==> config.mk <==
export PLATFORM = sky130hd
export DESIGN_NAME = euler_result_tx
export DESIGN_NICKNAME = d
export VERILOG_FILES = /design/src/rtl/euler_pkg.sv /design/src/rtl/bin2bcd_iter.sv /design/src/rtl/euler_result_tx.sv
export SDC_FILE = /design/constraint.sdc
export NUM_CORES = 1
export LEC_CHECK = 0
export ABC_AREA = 1
export CAP_MARGIN = 10
export CORE_MARGIN = 10
export CORE_UTILIZATION = 65
export DETAILED_ROUTE_END_ITERATION = 12
export PLACE_DENSITY_LB_ADDON = 0.15
export SYNTH_ARGS = -nofsm -noshare
export SYNTH_HDL_FRONTEND = slang
export SYNTH_HIERARCHICAL = 1
export SYNTH_SLANG_ARGS = --single-unit
==> constraint.sdc <==
create_clock -name clk -period 3.7 [get_ports clk]
set_input_delay 0.555 -clock clk [delete_from_list [all_inputs] [get_ports clk]]
set_output_delay 0.555 -clock clk [all_outputs]
set_load 0.05 [all_outputs]
==> src/rtl/euler_pkg.sv <==
// Shared definitions for the Euler solver result path: transmitter states,
// ASCII constants and the default solver result sizing.
package euler_pkg;

   localparam int DEFAULT_WIDTH  = 46;
   localparam int DEFAULT_DIGITS = 14;

   typedef enum logic [2:0] {
      IDLE,
      CONVERT,
      LOCATE,
      SEND,
      WAIT_LOW
   } tx_state_t;

   localparam logic [7:0] ASCII_ZERO = 8'h30;
   localparam logic [7:0] ASCII_LF   = 8'h0A;
   localparam logic [7:0] ASCII_E    = 8'h45;
   localparam logic [7:0] ASCII_R    = 8'h52;

endpackage

==> src/rtl/bin2bcd_iter.sv <==
// Iterative double-dabble converter: loads on start, then performs one
// add-3/shift step per cycle for exactly WIDTH cycles.
module bin2bcd_iter #(
   parameter int WIDTH  = 46,
   parameter int DIGITS = 14
) (
   input  logic                  clk,
   input  logic                  rst_n,
   input  logic                  start_i,
   input  logic [WIDTH-1:0]      bin_i,
   output logic                  done_o,
   output logic [4*DIGITS-1:0]   bcd_o
);

   localparam int CNTW = $clog2(WIDTH + 1);

   logic [WIDTH-1:0]    bin_q;
   logic [4*DIGITS-1:0] bcd_q;
   logic [4*DIGITS-1:0] bcdAdj_d;
   logic [CNTW-1:0]     cnt_q;
   logic                busy_q;

   always_comb begin
      bcdAdj_d = bcd_q;
      for (int i = 0; i < DIGITS; i++) begin
         if (bcd_q[4*i +: 4] >= 4'd5) begin
            bcdAdj_d[4*i +: 4] = bcd_q[4*i +: 4] + 4'd3;
         end
      end
   end

   always_ff @(posedge clk or negedge rst_n) begin
      if (!rst_n) begin
         bin_q  <= '0;
         bcd_q  <= '0;
         cnt_q  <= '0;
         busy_q <= 1'b0;
      end else if (start_i) begin
         bin_q  <= bin_i;
         bcd_q  <= '0;
         cnt_q  <= CNTW'(WIDTH);
         busy_q <= 1'b1;
      end else if (busy_q) begin
         {bcd_q, bin_q} <= {bcdAdj_d, bin_q} << 1;
         cnt_q          <= cnt_q - 1'b1;
         if (cnt_q == CNTW'(1)) begin
            busy_q <= 1'b0;
         end
      end
   end

   // High during the cycle whose closing edge performs the final shift.
   assign done_o = busy_q && (cnt_q == CNTW'(1));
   assign bcd_o  = bcd_q;

endmodule

==> src/rtl/euler_result_tx.sv <==
// Streams a solver result as ASCII decimal + LF (or "ERR" + LF) over a
// valid/ready byte interface, once per rising solver completion.
module euler_result_tx
   import euler_pkg::*;
#(
   parameter int WIDTH  = DEFAULT_WIDTH,
   parameter int DIGITS = DEFAULT_DIGITS
) (
   input  logic             clk,
   input  logic             rst_n,
   input  logic [WIDTH-1:0] in_result,
   input  logic             in_done,
   input  logic             in_error,
   output logic [7:0]       out_data,
   output logic             out_valid,
   input  logic             out_ready,
   output logic             busy,
   output logic             sent
);

   localparam int POSW = $clog2(DIGITS + 2);
   localparam int NIBW = $clog2(DIGITS + 1);

   tx_state_t           state_q;
   logic                armed_q;
   logic                err_q;
   logic                busy_q;
   logic                sent_q;
   logic                outValid_q;
   logic [7:0]          outData_q;
   logic [POSW-1:0]     pos_q;
   logic [NIBW-1:0]     msb_q;
   logic [NIBW-1:0]     msb_d;
   logic                fire;
   logic                convStart;
   logic                convDone;
   logic [4*DIGITS-1:0] bcd;

   assign fire      = (state_q == IDLE) && in_done && armed_q;
   assign convStart = fire && !in_error;

   bin2bcd_iter #(
      .WIDTH  (WIDTH),
      .DIGITS (DIGITS)
   ) u_bin2bcd (
      .clk     (clk),
      .rst_n   (rst_n),
      .start_i (convStart),
      .bin_i   (in_result),
      .done_o  (convDone),
      .bcd_o   (bcd)
   );

   // Highest nonzero nibble wins; an all-zero value falls back to nibble 0.
   always_comb begin
      msb_d = '0;
      for (int i = 0; i < DIGITS; i++) begin
         if (bcd[4*i +: 4] != 4'd0) begin
            msb_d = NIBW'(i);
         end
      end
   end

   function automatic logic [7:0] byteAt(input logic [POSW-1:0] p);
      logic [7:0] b;
      int         nib;
      b   = ASCII_LF;
      nib = 0;
      if (err_q) begin
         case (p)
            POSW'(0): b = ASCII_E;
            POSW'(1): b = ASCII_R;
            POSW'(2): b = ASCII_R;
            default:  b = ASCII_LF;
         endcase
      end else if (int'(p) <= int'(msb_q)) begin
         nib = int'(msb_q) - int'(p);
         b   = ASCII_ZERO + {4'b0000, 4'(bcd >> (4 * nib))};
      end
      return b;
   endfunction

   // Byte position counts up from the first character; the line ends when
   // the LF currently presented is accepted.
   always_ff @(posedge clk or negedge rst_n) begin
      if (!rst_n) begin
         state_q    <= IDLE;
         armed_q    <= 1'b1;
         err_q      <= 1'b0;
         busy_q     <= 1'b0;
         sent_q     <= 1'b0;
         outValid_q <= 1'b0;
         outData_q  <= '0;
         pos_q      <= '0;
         msb_q      <= '0;
      end else begin
         sent_q <= 1'b0;
         case (state_q)
            IDLE: begin
               if (fire) begin
                  err_q   <= in_error;
                  armed_q <= 1'b0;
                  busy_q  <= 1'b1;
                  pos_q   <= '0;
                  state_q <= in_error ? SEND : CONVERT;
               end
            end
            CONVERT: begin
               if (convDone) begin
                  state_q <= LOCATE;
               end
            end
            LOCATE: begin
               msb_q   <= msb_d;
               pos_q   <= '0;
               state_q <= SEND;
            end
            SEND: begin
               if (!outValid_q) begin
                  outData_q  <= byteAt(pos_q);
                  outValid_q <= 1'b1;
               end else if (out_ready) begin
                  if (outData_q == ASCII_LF) begin
                     outValid_q <= 1'b0;
                     outData_q  <= '0;
                     busy_q     <= 1'b0;
                     sent_q     <= 1'b1;
                     state_q    <= WAIT_LOW;
                  end else begin
                     pos_q     <= pos_q + 1'b1;
                     outData_q <= byteAt(pos_q + 1'b1);
                  end
               end
            end
            WAIT_LOW: begin
               if (!in_done) begin
                  armed_q <= 1'b1;
                  state_q <= IDLE;
               end
            end
            default: begin
               state_q <= IDLE;
            end
         endcase
      end
   end

   assign out_data  = outData_q;
   assign out_valid = outValid_q;
   assign busy      = busy_q;
   assign sent      = sent_q;

endmodule

==> run metrics <==
Max Root-Sink Buffers=2; syn avg cell area=7.12 µm²; Setup CP Type=reg -> reg; WP data arrival=3.23 ns; fin crit period=2.88 ns; Netlist cell types=52; status=completed; cell family with the largest share of critical-path delay=adder cells; clk sink count=132; gpl congestion=0.921; sequential share of power=0.454; Post-Synthesis Cells=1,266; area of the core=0.0134 mm²; Pre-antenna DRT Iters=6; slew at the pin closest to its max-slew limit=0.882 ns; Final Skew=0.00989 ns; syn_nets=1,361; reg-to-reg setup timing slack=0.82 ns; die area=0.0190 mm²; Clk pwr share=0.518; crit path capture type=register; Clock Tree Root=clkbuf_16; Sw Share=0.208; routed wire length=23,000 µm; Critical Path Start Type=register; leakage power=4.94 nW; CTS tree=done; Post-Layout Cell Count=1,496; Reg clk slew, reported paths=0.06 ns; Slowest cell on crit path=fa_1; Buf/Inv on CP=2; Worst Path Max Fanout=14; # setup viols final=0; post-cts sizing count=0; largest cells by area after synthesis=dfrtp_1 (36%), nand2_1 (18%), inv_1 (6.0%); number of global-route vias before repair=8,198; GR Util All Layers=0.246; Residual DRC=0; Tightest Hold Check Type=in -> async; Routed WL per cell=15.4 µm; Ys Warns=6; Sw Pwr=662 µW; Max-Cap Viols=0; die height=138 µm; # diodes=0; ANT nets after route=0; Reg-to-Reg End=out_data[1]; nets=1,402; share of layout cells above drive strength 1=0.0553; starting density of the core=0.673; grt ovf=0; Critical Path Max Stage Delay=0.84 ns; flops & latches, synth=132; clock latency on the worst-skew pair=0.43 ns; post-synth top area cell=dfrtp_1; largest net degree at the start of global routing=95; FF-to-FF Start=pos_q[0]; first-pass GRT wire length=38,300 µm; initial antenna violation count=0; IO Pins=62; drt first-iter violations=880; VDD IR max=0.258 mV; cts bufs inserted=17; Detailed Place HPWL=15,800 µm; Max-slew headroom=0.412; Synth top area share=0.364; port bufs=60; RSZ-0062 raised after global routing=false; Chip Width=138 µm; Top cell by count, worst path=a21oi_1; synthesized cell area=0.00901 mm²; vias post-DR=8,744; Comb power frac=0.028; Seq/Total Area, Yosys=0.367; Layout area overhead=13.5%; FMAX=0.347 GHz; final hold vios=0; H-Tree Depth=4; final worst path period share=0.778; Via density=5.84; cells on worst reg2reg path=13; PwrDens=311 mW/mm²; placed cells=1,464; Sum Neg Setup Slack=0 ns; worst-path cell chain=ha_1 > inv_1 > fa_1 > inv_1 > a21oi_1 > o21ai_0 > nand2_1 > nand2_1 > nand3_1 > nand3_1 > a21oi_1 > nor2_1 > a21oi_1; Site Rows=42; Crit path required time=4.05 ns; # hold bufs at CTS=0; setup repair bufs after CTS=0; Cell Int Power=2.52 mW; Final Max Tran Viols=0
==> metrics by stage <==
stage | hold WS [ns] | power [mW] | instance area, µm² | worst slack [ns] | util
floorplan | 0.259 | 1.47 | 9010 | 1.19 | -
global placement | 0.459 | 1.56 | 9640 | 0.912 | 0.720
detailed placement | 0.465 | 1.56 | 9640 | 0.854 | 0.720
CTS | 0.266 | 3.20 | 10200 | 0.860 | 0.763
global route | 0.292 | 3.27 | 10200 | 0.498 | 0.763
finish | 0.214 | 3.18 | 10200 | 0.822 | 0.763
==> layout make-up <==
class | instances | area [µm²]
Clock buffer | 24 | 512
Clock inverter | 8 | 72.6
Fill cell | 1002 | 3170
Inverter | 149 | 562
Multi-Input combinational cell | 937 | 4870
Sequential cell | 132 | 3300
Tap cell | 176 | 220
Timing Repair Buffer | 70 | 689
==> power by group through the flow <==
stage	combinational [mW]	sequential (mW)	clock, mW
2_1_floorplan	0.00451	1.47	0
3_3_place_gp	0.0908	1.47	0
3_5_place_dp	0.0906	1.47	0
4_1_cts	0.0910	1.44	1.67
5_1_grt	0.0967	1.44	1.73
6_report	0.0883	1.44	1.65
==> registers in the layout (all words and copies together), names as in the netlist <==
register	cells
u_bin2bcd/cnt_q	6
state_q	3
armed_q	1
busy	1
u_bin2bcd/bin_q	46
u_bin2bcd/bcd_o	56
err_q	1
out_data	7
pos_q	4
out_valid	1
u_bin2bcd/busy_q	1
msb_q	4
sent	1
==> logic make-up (layout without fill, tap and decap cells) <==
logic type      after synthesis  in the layout  share of synthesized area
compound gates              241            241                      0.155
buf+inv                     197            251                     0.0941
flops                       132            132                      0.367
simple gates                646            646                      0.313
mux                           2              2                    0.00222
fa+ha+maj                    44             44                     0.0627
xor+xnor                      3              3                    0.00583
other cells                   1              1                   0.000416
==> per-layer routing <==
| layer | routed length, µm | vias to the layer above | track usage |
|---|---|---|---|
| met1 | 10000 | 4048 | 0.319 |
| met3 | 1390 | 71 | 0.0433 |
| met2 | 10800 | 336 | 0.391 |
| met4 | 765 | 0 | 0.114 |
| met5 | 0 | - | 0 |
| li1 | - | 4289 | - |
==> worst max path at each step <==
| stage | start | end | slack [ns] | cells past startpoint |
|---|---|---|---|---|
| 2_1_floorplan | pos_q[0] | out_data[1] | 1.19 | 14 |
| 3_3_place_gp | in_done | u_bin2bcd/bcd_o[15] | 0.91 | 10 |
| 3_5_place_dp | in_done | u_bin2bcd/bcd_o[24] | 0.85 | 10 |
| 4_1_cts | pos_q[0] | out_data[1] | 0.86 | 13 |
| 5_1_grt | pos_q[0] | out_data[1] | 0.50 | 13 |
| 6_report | pos_q[0] | out_data[1] | 0.82 | 13 |
==> synthesized netlist by cell type (all sizes together) <==
cell / n
nand2: 431
inv: 148
dfrtp: 131
nand3: 108
o21ai: 83
a21oi: 80
nor2: 47
ha: 42
buf: 37
nand4: 36
a22oi: 35
o211ai: 19
o22ai: 14
clkbuf: 11
nor4: 9
nor3: 6
and2: 5
o21bai: 3
or2: 3
a211oi: 2
fa: 2
mux2i: 2
o31ai: 2
xor2: 2
a31oi: 1
clkinv: 1
conb: 1
dfstp: 1
nor3b: 1
o21a: 1
o22a: 1
xnor2: 1
==> placed cells by master (no fill, tap or decap), types with 17 or more instances in the layout <==
| cell type | Yosys | final |
|---|---|---|
| o21ai_1 | 26 | 26 |
| ha_1 | 42 | 42 |
| o211ai_1 | 19 | 19 |
| nand4_1 | 35 | 35 |
| nand2_1 | 425 | 425 |
| o21ai_0 | 56 | 56 |
| inv_1 | 143 | 143 |
| a21oi_1 | 79 | 79 |
| nand3_1 | 104 | 104 |
| a22oi_1 | 34 | 34 |
| clkdlybuf4s50_1 | 0 | 59 |
| nor2_1 | 42 | 41 |
| clkbuf_16 | 0 | 17 |
| dfrtp_1 | 131 | 131 |
Power figures use the tool's default switching activity.
